--- src/rtl/uart_tx_arbiter_if.sv ---
// rtl/uart_tx_arbiter_if.sv - requester and transmitter signal bundle for uart_tx_arbiter
interface uart_tx_arbiter_if #(
    parameter int NREQ = 2,
    parameter int SIZE = 32
);
    logic [NREQ-1:0]      req;
    logic [NREQ*SIZE-1:0] data;
    logic [NREQ-1:0]      ack;
    logic                 busy;
    logic                 done;
    logic                 tx_dv;
    logic [7:0]           tx_byte;
    logic                 tx_active;
    logic                 tx_done;

    // Arbiter side: drives grants and the transmitter strobe.
    modport master (
        input  req, data, tx_active, tx_done,
        output ack, busy, done, tx_dv, tx_byte
    );

    // Environment side: requesters and the byte transmitter.
    modport slave (
        output req, data, tx_active, tx_done,
        input  ack, busy, done, tx_dv, tx_byte
    );
endinterface

--- src/rtl/uart_tx_arbiter.sv ---
// rtl/uart_tx_arbiter.sv - round-robin word arbiter feeding one byte-level UART transmitter
module uart_tx_arbiter #(
    parameter int NREQ   = 2,
    parameter int SIZE   = 32,
    parameter int HEADER = 1
) (
    input  logic             clk,
    input  logic             rst_n,
    uart_tx_arbiter_if.master bus
);
    localparam int NB  = SIZE / 8 + HEADER;
    localparam int RW  = $clog2(NB + 1);
    localparam int IDW = (NREQ > 1) ? $clog2(NREQ) : 1;

    typedef enum logic [1:0] {S_IDLE, S_SEND, S_WAIT} state_t;

    state_t            state_q, state_d;
    logic [NREQ-1:0]   ack_q, ack_d;
    logic              busy_q, busy_d;
    logic              done_q, done_d;
    logic              tx_dv_q, tx_dv_d;
    logic [7:0]        tx_byte_q, tx_byte_d;
    logic [SIZE-1:0]   shift_q, shift_d;
    logic [IDW-1:0]    id_q, id_d;
    logic [IDW-1:0]    last_q, last_d;
    logic [RW-1:0]     rem_q, rem_d;
    logic              hdr_q, hdr_d;

    logic [SIZE-1:0]   words [NREQ];
    logic [IDW-1:0]    grant;
    logic [IDW-1:0]    cand;
    logic              found;
    logic [3:0]        id4;

    for (genvar gi = 0; gi < NREQ; gi++) begin : g_words
        assign words[gi] = bus.data[gi*SIZE +: SIZE];
    end

    // Round-robin search starting just after the last requester served.
    always_comb begin
        found = 1'b0;
        grant = '0;
        cand  = '0;
        for (int i = 1; i <= NREQ; i++) begin
            cand = IDW'((int'(last_q) + i) % NREQ);
            if (!found && bus.req[cand]) begin
                found = 1'b1;
                grant = cand;
            end
        end
    end

    // Requester id zero-extended into the low nibble of the header byte.
    always_comb begin
        id4 = '0;
        id4[IDW-1:0] = id_q;
    end

    // Next-state and registered-output logic; one byte outstanding at a time.
    always_comb begin
        state_d   = state_q;
        ack_d     = '0;
        busy_d    = busy_q;
        done_d    = 1'b0;
        tx_dv_d   = 1'b0;
        tx_byte_d = tx_byte_q;
        shift_d   = shift_q;
        id_d      = id_q;
        last_d    = last_q;
        rem_d     = rem_q;
        hdr_d     = hdr_q;
        case (state_q)
            S_IDLE: begin
                busy_d = 1'b0;
                if (found && !bus.tx_active) begin
                    ack_d[grant] = 1'b1;
                    busy_d       = 1'b1;
                    id_d         = grant;
                    shift_d      = words[grant];
                    rem_d        = RW'(NB);
                    hdr_d        = (HEADER != 0);
                    state_d      = S_SEND;
                end
            end
            S_SEND: begin
                tx_dv_d   = 1'b1;
                tx_byte_d = hdr_q ? {4'hA, id4} : shift_q[7:0];
                state_d   = S_WAIT;
            end
            S_WAIT: begin
                if (bus.tx_done) begin
                    if (rem_q > RW'(1)) begin
                        rem_d = rem_q - RW'(1);
                        if (hdr_q) begin
                            hdr_d = 1'b0;
                        end else begin
                            shift_d = shift_q >> 8;
                        end
                        state_d = S_SEND;
                    end else begin
                        done_d  = 1'b1;
                        last_d  = id_q;
                        state_d = S_IDLE;
                    end
                end
            end
            default: state_d = S_IDLE;
        endcase
    end

    // State and output registers; reset leaves requester 0 as first priority.
    always_ff @(posedge clk or negedge rst_n) begin
        if (!rst_n) begin
            state_q   <= S_IDLE;
            ack_q     <= '0;
            busy_q    <= 1'b0;
            done_q    <= 1'b0;
            tx_dv_q   <= 1'b0;
            tx_byte_q <= 8'h00;
            shift_q   <= '0;
            id_q      <= '0;
            last_q    <= IDW'(NREQ - 1);
            rem_q     <= '0;
            hdr_q     <= 1'b0;
        end else begin
            state_q   <= state_d;
            ack_q     <= ack_d;
            busy_q    <= busy_d;
            done_q    <= done_d;
            tx_dv_q   <= tx_dv_d;
            tx_byte_q <= tx_byte_d;
            shift_q   <= shift_d;
            id_q      <= id_d;
            last_q    <= last_d;
            rem_q     <= rem_d;
            hdr_q     <= hdr_d;
        end
    end

    assign bus.ack     = ack_q;
    assign bus.busy    = busy_q;
    assign bus.done    = done_q;
    assign bus.tx_dv   = tx_dv_q;
    assign bus.tx_byte = tx_byte_q;
endmodule
--- src/flat_wrapper.sv ---
// flat-port wrapper written by rule: the top's interface ports become plain ports
module uart_tx_arbiter_flat 
#(
    parameter int NREQ   = 2,
    parameter int SIZE   = 32,
    parameter int HEADER = 1
)
  (clk, rst_n, bus_req, bus_data, bus_tx_active, bus_tx_done, bus_ack, bus_busy, bus_done, bus_tx_dv, bus_tx_byte);
  uart_tx_arbiter_if #(.NREQ(NREQ), .SIZE(SIZE)) bus_i ();
  input  logic clk;
  input  logic rst_n;
  input wire logic [$bits(bus_i.req)-1:0] bus_req;
  input wire logic [$bits(bus_i.data)-1:0] bus_data;
  input wire logic [$bits(bus_i.tx_active)-1:0] bus_tx_active;
  input wire logic [$bits(bus_i.tx_done)-1:0] bus_tx_done;
  output wire logic [$bits(bus_i.ack)-1:0] bus_ack;
  output wire logic [$bits(bus_i.busy)-1:0] bus_busy;
  output wire logic [$bits(bus_i.done)-1:0] bus_done;
  output wire logic [$bits(bus_i.tx_dv)-1:0] bus_tx_dv;
  output wire logic [$bits(bus_i.tx_byte)-1:0] bus_tx_byte;
  assign bus_i.req = bus_req;
  assign bus_i.data = bus_data;
  assign bus_i.tx_active = bus_tx_active;
  assign bus_i.tx_done = bus_tx_done;
  assign bus_ack = bus_i.ack;
  assign bus_busy = bus_i.busy;
  assign bus_done = bus_i.done;
  assign bus_tx_dv = bus_i.tx_dv;
  assign bus_tx_byte = bus_i.tx_byte;
  uart_tx_arbiter #(.NREQ(NREQ), .SIZE(SIZE), .HEADER(HEADER)) u_core (.clk(clk), .rst_n(rst_n), .bus(bus_i));
endmodule
--- config.mk ---
export PLATFORM = sky130hd
export DESIGN_NAME = uart_tx_arbiter_flat
export DESIGN_NICKNAME = d
export VERILOG_FILES = /design/src/rtl/uart_tx_arbiter_if.sv /design/src/rtl/uart_tx_arbiter.sv /design/src/flat_wrapper.sv
export SDC_FILE = /design/constraint.sdc
export NUM_CORES = 1
export LEC_CHECK = 0
export CORE_MARGIN = 1
export CORE_UTILIZATION = 35
export CTS_BUF_LIST = sky130_fd_sc_hd__clkbuf_16
export CTS_CLUSTER_SIZE = 10
export DETAILED_ROUTE_END_ITERATION = 7
export PLACE_DENSITY = 0.7
export SLEW_MARGIN = 25
export SYNTH_ARGS = -nofsm -noshare
export SYNTH_HDL_FRONTEND = slang
export SYNTH_SLANG_ARGS = --single-unit
--- constraint.sdc ---
create_clock -name clk -period 1.55 [get_ports clk]
set_input_delay 0.465 -clock clk [delete_from_list [all_inputs] [get_ports clk]]
set_output_delay 0.465 -clock clk [all_outputs]
set_load 0.01 [all_outputs]
# Yosys cells after proc, flatten, opt, wreduce, memory -nomap -nowiden
# Cells that the tools add are included.
word_totals:
  reg_bits: 53
  in_bits: 70
classes:
  addsub: 3
  n_lt_le_gt_ge: 6
  n_eq_ne: 6
  mux: 38
  n_bitwise: 2
  reduce_logical: 12
op_table:
  columns: ["operator", "count"]
  rows:
  - ["$mux W32", 7]
  - ["$pmux W32 S2", 1]
  - ["$mux W1", 18]
  - ["$mux W3", 3]
  - ["$mux W2", 4]
  - ["$mux W8", 1]
  - ["$lt A1 B2 Y1 const B", 3]
  - ["$pmux W2 S3", 1]
  - ["$pmux W3 S2", 1]
  - ["$reduce_and A5 Y1", 1]
  - ["$ne A2 B1 Y1 const B", 2]
  - ["$ne A2 B2 Y1 const B", 2]
  - ["$reduce_and A2 Y1", 2]
  - ["$reduce_and A4 Y1", 1]
  - ["$gt A3 B1 Y1 const B", 1]
  - ["$logic_and A1 B1 Y1", 3]
  - ["$reduce_and A3 Y1", 1]
  - ["$sub A3 B1 Y3 const B", 1]
  - ["$add A1 B1 Y1 const B", 2]
  - ["$eq A2 B1 Y1 const B", 1]
  - ["$eq A2 B2 Y1 const B", 1]
  - ["$ge A2 B2 Y1 const B", 1]
  - ["$logic_not A1 Y1", 2]
  - ["$logic_not A2 Y1", 1]
  - ["6 further kinds", 6]

# Longest topological paths before layout
# Gate-level depths: netlist (run 1).
logic_depth:
  depth_word: 13
  depth_mapped: 7
  mapped_depth_nobuf: 6

# Worst setup path after synthesis (run 1)
# No wires, ideal clock.
synth_path:
  path_kind: "flip-flop to flip-flop"
  from: "register u_core.rem_q[0]"
  to: "register u_core.shift_q[0]"
  setup_time_ns: 0.125
  t_arrival_ns: 1.531
  setup_slack_ns: -0.106
  path_stages_with_launch: 7
  n_path_buf: 1
  synth_period_minus_slack_ns: 1.656
  path_cell_list: "dfrtp_1 ha_1 o21bai_1 a31oi_2 nand2_4 buf_6 mux2_4"
synth_between:
  elab_chain_len: 3
synth_lines:
  columns: ["element", "line_no", "text"]
  rows:
  - ["start: declaration", "uart_tx_arbiter.sv:26", "logic [RW-1:0] rem_q, rem_d;"]
  - ["start signal: assignment", "uart_tx_arbiter.sv:135", "rem_q <= rem_d;"]
  - ["$gt A3 B1 Y1", "uart_tx_arbiter.sv:92", "if (rem_q > RW'(1)) begin"]
  - ["$ne A2 B1 Y1 (no line)", null, null]
  - ["$reduce_and A5 Y1 (no line)", null, null]
  - ["end signal: assignment", "uart_tx_arbiter.sv:132", "shift_q <= shift_d;"]
  - ["end: declaration", "uart_tx_arbiter.sv:23", "logic [SIZE-1:0] shift_q, shift_d;"]
# No other way between the ends.
# A chain may end at the register's enable or synchronous reset.

# Final worst setup path (run 1)
layout_path:
  from: "register u_core.rem_q[0]"
  to: "register u_core.rem_q[1]"
layout_between:
  elab_chain_len: 4
  elab_cells_between_ends: 7
  cone_classes: "add/sub: 1; order compare: 1; eq/ne: 1; mux: 3; reduce/logical: 1"
layout_lines:
  columns: ["element", "line_no", "text"]
  rows:
  - ["$sub A3 B1 Y3", "uart_tx_arbiter.sv:93", "rem_d = rem_q - RW'(1);"]
  - ["$mux W3", "uart_tx_arbiter.sv:92", null]
  - ["$mux W3", "uart_tx_arbiter.sv:91", "if (bus.tx_done) begin"]
  - ["$pmux W3 S2", "uart_tx_arbiter.sv:72", "case (state_q)"]
# Parallel ways exist; a longest one is shown, timed or not. The select of a mux whose other input is x is not followed.

==> out/metrics.yaml, run 1 <==
pwr:
  leakage_nw: 1.963
  max-vdd-ir-drop_mv: 0.6451
  finalPower_w: 0.007125
  power.density_nw_per_um2: 1697
routing:
  drtPass1Iterations: 4
  ant_nets: 0
  wirelength_um: 6861
  vias_per_cell: 4.924
  drcViolationCount: 0
  wl_per_cell_um: 14.41
  drtIter0Drc: 102
  via_count: 2344
floorplan:
  design.portCount: 83
  start_util_pct: 36.62
  die_h_um: 92.38
  coreArea_sq_um: 7807
  row_count: 32
  die_w_um: 92.38
  design.die.area_sq_um: 8534
clock_network:
  clkTransAtPathRegs_ns: 0.06
  cts_tree: "built"
  cts_root_buf: "clkbuf_16"
  clk_latency_ns: 0.29
  clock_path_buffers: 2
  numClockSinks: 53
  htreeDepth: 2
  cts_buffers: 5
timing:
  finalSetupViolations: 35
  skew_ns: 0.005322
  fmax_ghz: 0.6066
  fin_ws_ns: -0.09847
  period_share_pct: 106.4
  rsz0062_at_grt: "yes"
  setup_tns_ns: -2.065
  fin_hold_ws_ns: 0.08917
  hold_viol_final: 0
  worst_pin_slew_ns: 0.5185
  slew_viol_final: 0
  relSlewSlack_pct: 65.43
  min_period_ns: 1.648
synthesis:
  synthTopCellsByCount: "dfrtp_1, a21oi_1, nand2_1"
  synth_cell_types: 30
  synthArstFlopShare_pct: 100.0
  synth_top_area_share_pct: 45.51
  synth_top_area_cell: "dfrtp_1"
  synth_top_flop_cell: "dfrtp_1"
  synth_cells: 273
  avgSynthCellArea_sq_um: 10.47
  syn-num-nets: 345
  yosys-top-cells-area: "dfrtp_1, mux2_4, a21oi_1, nand2_1, nor2_1"
  post-synth-top-count-cell: "dfrtp_1"
  syn-cell-area_sq_um: 2859
  synth_edf_count: 0
  yosysSeqAreaShare_pct: 46.43
  synth_warnings: 0
  ys_ff_latch: 53
final_layout:
  drive_above_1_share_pct: 23.53
  syn_to_final_growth_pct: 46.83
  instances_no_fill: 476
  antennaDiodeCount: 0
  layout.nets: 445
  fin_util_pct: 53.77
critical_path:
  slowest_stage: "dfrtp_1"
  ff2ff_setup_slack_ns: -0.1
  cp-start-kind: "register"
  worstSetupEndpointType: "register"
  r2r-start: "u_core.rem_q[0]"
  max_stage_delay_ns: 0.39
  required_ns: 1.72
  critPathKind: "reg -> reg"
  worstPathCellList: "ha_2 > o21bai_4 > a31oi_4 > buf_4 > buf_6 > nand2_2 > mux2_4"
  ff2ff_path_depth: 7
  cp.arrival_ns: 1.82
  path_max_fanout: 3
  r2r_end: "u_core.rem_q[1]"
hold_path:
  hold_path_class: "in -> async"
global_routing:
  grt_pass1_wl_um: 11570
  grt_pass1_vias: 2411
  grt_max_degree: 41
  track_usage_pct: 17.28
  antenna_found_initial: 0
  grt-ovfl-total: 0
place:
  dp.cells: 463
  io_buffers: 82
  gp_congestion: 0.8743
  place_hpwl_um: 5032
run_status:
  status: "finished with violations"
  violations: "setup timing"
flow_run:
  cap_violations: 0
-- power by group --
part / switching (W) / internal, W / total, W / leakage, nW
Clock: 0.000462 / 0.000587 / 0.00105 / 0.0724
Combinational: 0.00149 / 0.00208 / 0.00357 / 1.25
Sequential: 0.000449 / 0.00205 / 0.00250 / 0.645
Total: 0.00240 / 0.00472 / 0.00712 / 1.96
-- what timing repair did --
action | CTS | global route
cloned | 1 | 0
hold endpoints to repair | 0 | 0
endpoints found under the setup margin | 53 | 37
hold buffers | 0 | 0
buffers inserted | 3 | 1
gates resized for setup | 27 | 7
pin swaps | 5 | 1
-- routing by layer --
metal | GRT usage, % | share of wire (%)
met1 | 23.15 | 43
met2 | 27.47 | 48
met3 | 4.269 | 6.9
met4 | 5.339 | 1.5
met5 | 0 | 0
-- worst max-delay path: cells and delay by family, from the launching register on --
kind / cells / cell delay (ns)
AO/OA/AOI/OAI: 2 / 0.36
adder cells (fa/ha/maj): 1 / 0.18
buffers and inverters: 2 / 0.23
flip-flops: 1 / 0.39
multiplexers: 1 / 0.31
AND/OR/NAND/NOR: 1 / 0.06
-- cell usage in the layout, fill, tap and decap left out, types with 2 or more instances in the layout --
cell type	Yosys	layout
mux2_4	22	23
nand2_1	35	34
mux2i_1	11	11
dfrtp_1	52	51
a21oi_1	49	49
o2bb2ai_2	8	8
inv_1	5	6
buf_12	0	7
nand2b_1	7	7
o21ai_0	10	10
nor2_1	33	31
clkdlybuf4s50_1	0	65
mux2_2	3	2
nor2_2	0	2
dlygate4sd2_1	0	15
clkbuf_16	0	5
a21o_1	2	2
buf_4	0	15
buf_6	8	8
-- cells by family after synthesis --
| family | synth area share, % |
|---|---|
| multiplexers | 16.98 |
| flip-flops | 46.43 |
| AO/OA/AOI/OAI | 17.72 |
| AND/OR/NAND/NOR | 12.25 |
| buffers and inverters | 5.733 |
| adder cells (fa/ha/maj) | 0.8751 |
-- state kept, by name, indices dropped and copies added (netlist names), 2 cells and up --
register            flops
u_core.bus.ack          2
u_core.shift_q         32
u_core.state_q          2
u_core.rem_q            3
u_core.bus.tx_byte      8
-- through the flow --
stage                     area (sq um)  setup WS, ns
after floorplan                   2885      -0.05284
after global placement            3965       -0.4555
after detailed placement          3965       -0.5021
after CTS                         4178      -0.09172
after global routing              4198       -0.1598
final                             4198      -0.09847
-- worst max-delay path by stage --
stage,startpoint,end,slack (ns),cells past startpoint
3_5_place_dp,bus_tx_active,u_core.hdr_q,-0.50,6
5_1_grt,u_core.rem_q[0],u_core.rem_q[1],-0.16,7
3_3_place_gp,bus_req[1],u_core.shift_q[23],-0.46,6
4_1_cts,u_core.rem_q[0],u_core.shift_q[2],-0.09,6
2_1_floorplan,u_core.rem_q[1],u_core.shift_q[0],-0.05,7
6_report,u_core.rem_q[0],u_core.rem_q[1],-0.1,7
-- cell type report --
class                   count  area (sq um)
fillers                   692          3610
clock inverters             3         15.01
multi-input cells         195          1415
repair buffers            113          1167
inverters                   5         18.77
well taps                 102         127.6
clock buffers               5         125.1
flip-flops and latches     53          1329
Power figures use the tool's default switching activity.
==> inputs of run 2 (changes only) <==
- PLACE_DENSITY: 0.7 -> 0.68
- clock period: 1.55 -> 1.9 ns (I/O delays scaled with it)
==> run 2 against run 1 <==
The flow now finishes without violations. Final cell count shrank 1.7%. Flip-flop and latch count is the same. Register-to-register slack gained 0.19 ns. Combinational power shrank 23%. Utilization shrank 0.95 points. Critical path depth is the same. Clock power shrank 4%. Count of clock-buffer cells in the layout is the same.
==> out/metrics.yaml, run 2 (same netlist as run 1, synthesis figures left out) <==
place:
  dp.cells: 458
  place_hpwl_um: 4898
  io_buffers: 82
  gp_congestion: 0.8018
  place_area_sq_um: 3918
final_layout:
  syn_to_final_growth_pct: 44.25
  instances_no_fill: 468
  final_cell_mix: "clkdlybuf4s50_1, dfrtp_1, a21oi_1"
  final_common_cell: "clkdlybuf4s50_1"
  drive_above_1_share_pct: 20.77
  regMostFlops: "u_core.shift_q"
  layout.nets: 437
  multi_input_area_sq_um: 1390
  design_area_sq_um: 4124
  seqCellArea_sq_um: 1328
  nFillCells: 677
  antennaDiodeCount: 0
  largest_register_ffs: 32
  fin_util_pct: 52.82
global_routing:
  grt_pass1_wl_um: 10610
  antenna_found_initial: 0
  track_usage_pct: 15.73
  grt_pass1_vias: 2298
  grt_max_degree: 54
  grt-ovfl-total: 0
clock_network:
  cts_tree: "built"
  clock_path_buffers: 2
  htreeDepth: 2
  cts_buffers: 5
  clkTransAtPathRegs_ns: 0.07
  clk_latency_ns: 0.28
  numClockSinks: 53
  cts_root_buf: "clkbuf_16"
critical_path:
  critPathKind: "in -> reg"
  path_max_fanout: 12
  required_ns: 2.07
  cp.arrival_ns: 2.00
  cp-start-kind: "input pin"
  worstSetupEndpointType: "register"
  ff2ff_setup_slack_ns: 0.09
timing:
  worst_pin_slew_ns: 0.5413
  hold_viol_final: 0
  min_period_ns: 1.830
  skew_ns: 0.005615
  relSlewSlack_pct: 63.91
  slew_viol_final: 0
  period_share_pct: 96.32
  finalSetupViolations: 0
  fmax_ghz: 0.5465
routing:
  drtPass1Iterations: 6
  drtIter0Drc: 76
  wirelength_um: 6465
  via_count: 2287
  vias_per_cell: 4.887
  drcViolationCount: 0
  ant_nets: 0
  wl_per_cell_um: 13.81
pwr:
  max-vdd-ir-drop_mv: 0.6344
  power.density_nw_per_um2: 1421
  p_sw_share_pct: 33.02
  clkPwrFrac_pct: 17.3
  p_sw_w: 0.001935
  leakage_nw: 1.865
  internal_power_w: 0.003926
  power_frac_seq_pct: 35.6
  comb_power_share_pct: 47.2
hold_path:
  hold_path_class: "in -> async"
run_status:
  status: "finished, final reports clean"
flow_run:
  cap_violations: 0
floorplan:
  start_util_pct: 36.62
  die_w_um: 92.38
  row_count: 32
  coreArea_sq_um: 7807
  design.die.area_sq_um: 8534
  die_h_um: 92.38
  design.portCount: 83
-- run 2: cell types whose count changed in the layout (fill, tap and decap cells not counted), sizes merged --
cell	previous run	this run
clkinv	0	1
bufinv	0	1
bufbuf	1	0
clkdlybuf4s50	65	81
dlygate4sd2	15	0
inv	7	5
buf	31	24
clkbuf	6	5
-- run 2: final timing paths --
check / start / end / cells after the start
min in group clk: u_core.bus.tx_byte[1] / u_core.bus.tx_byte[1] / 2
setup reg to reg: u_core.rem_q[1] / u_core.shift_q[2] / 7
hold / removal: rst_n / u_core.shift_q[29] / 2
hold reg to reg: u_core.bus.tx_byte[1] / u_core.bus.tx_byte[1] / 2
setup / recovery: bus_req[0] / u_core.shift_q[4] / 7
max in group asynchronous: rst_n / u_core.last_q / 2
-- run 2: critical path, cell delays in order --
cell             delay, ns
clkdlybuf4s50_1       0.43
buf_4                 0.15
a21bo_2               0.25
buf_12                0.15
nand2_1               0.09
a21oi_1               0.08
mux2_4                0.26
-- run 2: power groups by stage --
stage               Combinational [W]  Clock (W)  Sequential [W]
floorplan                     0.00192          0         0.00199
detailed placement            0.00272          0         0.00209
global route                  0.00300    0.00109         0.00215
finish                        0.00276    0.00101         0.00209
CTS                           0.00273    0.00103         0.00207
global placement              0.00265          0         0.00208
-- run 2: metrics by stage --
stage               total power, W   TNS [ns]  hold WS [ns]  setup WS, ns
global placement          0.004728     -7.832        0.4640       -0.2425
global route              0.006240  -0.005909        0.2877     -0.003445
floorplan                 0.003903          0        0.2744        0.2385
CTS                       0.005840          0        0.2810       0.01268
finish                    0.005860          0        0.2671       0.07001
detailed placement        0.004806     -8.969        0.4718       -0.2841
-- run 2: repair_timing --
item | CTS | global route
endpoints found under the setup margin | 0 | 27
hold buffers | 0 | 0
buffers inserted | 0 | 2
gates resized for setup | 0 | 4
-- run 2: cell type report --
| type | count | share of cell area [%] |
|---|---|---|
| multi-input cells | 195 | 33.71 |
| flip-flops and latches | 53 | 32.19 |
| repair buffers | 105 | 26.40 |
| well taps | 102 | 3.095 |
| clock buffers | 5 | 3.034 |
| clock inverters | 3 | 1.123 |
| inverters | 5 | 0.4551 |
-- run 2: per-layer routing --
| layer | vias up | track usage, % | wire [um] |
|---|---|---|---|
| li1 | 1120 | - | - |
| met1 | 1089 | 20.64 | 2969 |
| met2 | 74 | 26.85 | 3174 |
| met3 | 4 | 2.956 | 281 |
| met4 | 0 | 3.516 | 39 |
| met5 | - | 0 | 0 |
==> inputs of run 3 (changes only) <==
- CORE_MARGIN: 1 -> 2
- CTS_CLUSTER_DIAMETER: unset -> 200
==> run 3 against run 2 <==
Total power shrank 4.4%. Flip-flop and latch count is the same. Critical path depth shrank 2. Final cell count shrank 0.21%. Critical endpoint is now u_core.shift_q[30]. Largest power group unchanged.
==> out/metrics.yaml, run 3 (same netlist as run 1, synthesis figures left out) <==
run_status:
  status: "finished, final reports clean"
floorplan:
  die_w_um: 94.38
  start_util_pct: 36.62
  die_h_um: 94.38
  coreArea_sq_um: 7807
  row_count: 32
  design.die.area_sq_um: 8908
  design.portCount: 83
final_layout:
  final_common_cell: "clkdlybuf4s50_1"
  final_cell_mix: "clkdlybuf4s50_1, dfrtp_1, a21oi_1"
  antennaDiodeCount: 0
  drive_above_1_share_pct: 19.73
  syn_to_final_growth_pct: 41.05
  regMostFlops: "u_core.shift_q"
  largest_register_ffs: 32
  layout.nets: 436
  nFillCells: 713
place:
  place_hpwl_um: 5020
  io_buffers: 82
  gp_congestion: 0.8365
  pre_cts_ws_ns: -0.3115
timing:
  skew_ns: 0.003483
  period_share_pct: 96.49
  fmax_ghz: 0.5455
  hold_viol_final: 0
  finalSetupViolations: 0
  min_period_ns: 1.833
  slew_viol_final: 0
  fin_ws_ns: 0.06669
  fin_hold_ws_ns: 0.2602
  relSlewSlack_pct: 66.34
  worst_pin_slew_ns: 0.5048
pwr:
  leakage_nw: 1.833
  power.density_nw_per_um2: 1390
  p_sw_w: 0.001896
  p_sw_share_pct: 33.83
  max-vdd-ir-drop_mv: 0.5914
  clkPwrFrac_pct: 15.3
  power_frac_seq_pct: 37.0
  comb_power_share_pct: 47.7
  internal_power_w: 0.003709
clock_network:
  clkTransAtPathRegs_ns: 0.07
  cts_buffers: 5
  clk_latency_ns: 0.29
  clock_path_buffers: 2
  numClockSinks: 53
  htreeDepth: 2
  cts_tree: "built"
  cts_root_buf: "clkbuf_16"
global_routing:
  grt_pass1_wl_um: 10920
  track_usage_pct: 15.68
  grt-ovfl-total: 0
  grt_max_degree: 54
  antenna_found_initial: 0
  grt_pass1_vias: 2365
critical_path:
  cp-start-kind: "input pin"
  critPathKind: "in -> reg"
  required_ns: 2.12
  worstSetupEndpointType: "register"
  cp.arrival_ns: 2.05
  path_max_fanout: 9
routing:
  drcViolationCount: 0
  drtPass1Iterations: 4
  ant_nets: 0
  via_count: 2276
  wirelength_um: 6654
  drtIter0Drc: 132
  wl_per_cell_um: 14.25
  vias_per_cell: 4.874
flow_run:
  cap_violations: 0
hold_path:
  hold_path_class: "in -> async"
## run 3: cell count changes in the layout (fill, tap and decap cells not counted), sizes merged
| cell | previous run | this run |
|---|---|---|
| buf | 24 | 23 |
| clkinvlp | 1 | 0 |
| bufinv | 1 | 0 |
| clkinv | 1 | 3 |
## run 3: area by class of cell
cell class / count / area (sq um) / area share [%]
multi-input cells: 195 / 1378 / 34.16
flip-flops and latches: 53 / 1328 / 32.92
repair buffers: 104 / 1044 / 25.88
well taps: 102 / 127.6 / 3.165
clock buffers: 5 / 125.1 / 3.103
inverters: 5 / 18.77 / 0.4654
clock inverters: 3 / 12.51 / 0.3103
## run 3: metrics by stage
stage / std cells / power (W) / utilization [%] / setup TNS (ns) / area (sq um)
4_1_cts: 465 / 0.005606 / 51.36 / 0 / 4010
5_1_grt: 467 / 0.006011 / 51.65 / -0.01985 / 4033
6_report: 467 / 0.005605 / 51.65 / 0 / 4033
2_1_floorplan: 273 / 0.003903 / - / 0 / 2859
3_5_place_dp: 457 / 0.004731 / 49.60 / -10.53 / 3872
3_3_place_gp: 457 / 0.004650 / 49.60 / -8.432 / 3872
## run 3: timing repair
item,4_1_cts,5_1_grt
hold buffers,0,0
endpoints found under the setup margin,0,33
resized for setup,0,2
setup buffers,0,2
## run 3: path summary, 6_finish.rpt
check / slack [ns] / end / start / cells after the start
setup / recovery: 0.07 / u_core.shift_q[30] / bus_tx_active / 5
hold / removal: 0.26 / u_core.shift_q[24] / rst_n / 2
max in group asynchronous: 1.37 / u_core.last_q / rst_n / 2
min in group clk: 0.48 / u_core.bus.tx_byte[6] / u_core.bus.tx_byte[6] / 2
setup reg to reg: 0.08 / u_core.shift_q[20] / u_core.rem_q[0] / 6
hold reg to reg: 0.48 / u_core.bus.tx_byte[6] / u_core.bus.tx_byte[6] / 2
## run 3: layer usage
layer  routed length (um)  part of all wire, %  track usage (%)  vias to the layer above
li1                     -                    -                -                     1119
met1                 2910                   44            20.06                     1072
met2                 3261                   49            26.55                       77
met3                  386                  5.8            3.671                        8
met4                   96                  1.4            4.589                        0
met5                    0                    0                0                        -
## run 3: critical path: stages
cell and delay (ns):
clkdlybuf4s50_1 0.49, buf_4 0.18, or4_4 0.52, buf_12 0.17, o2bb2ai_2 0.11
## run 3: power groups by stage
| stage | clock (W) | sequential (W) | combinational (W) |
|---|---|---|---|
| finish | 0.000860 | 0.00207 | 0.00267 |
| global route | 0.000929 | 0.00214 | 0.00294 |
| CTS | 0.000880 | 0.00207 | 0.00265 |
| detailed placement | 0 | 0.00209 | 0.00265 |
| global placement | 0 | 0.00207 | 0.00258 |
| floorplan | 0 | 0.00199 | 0.00192 |
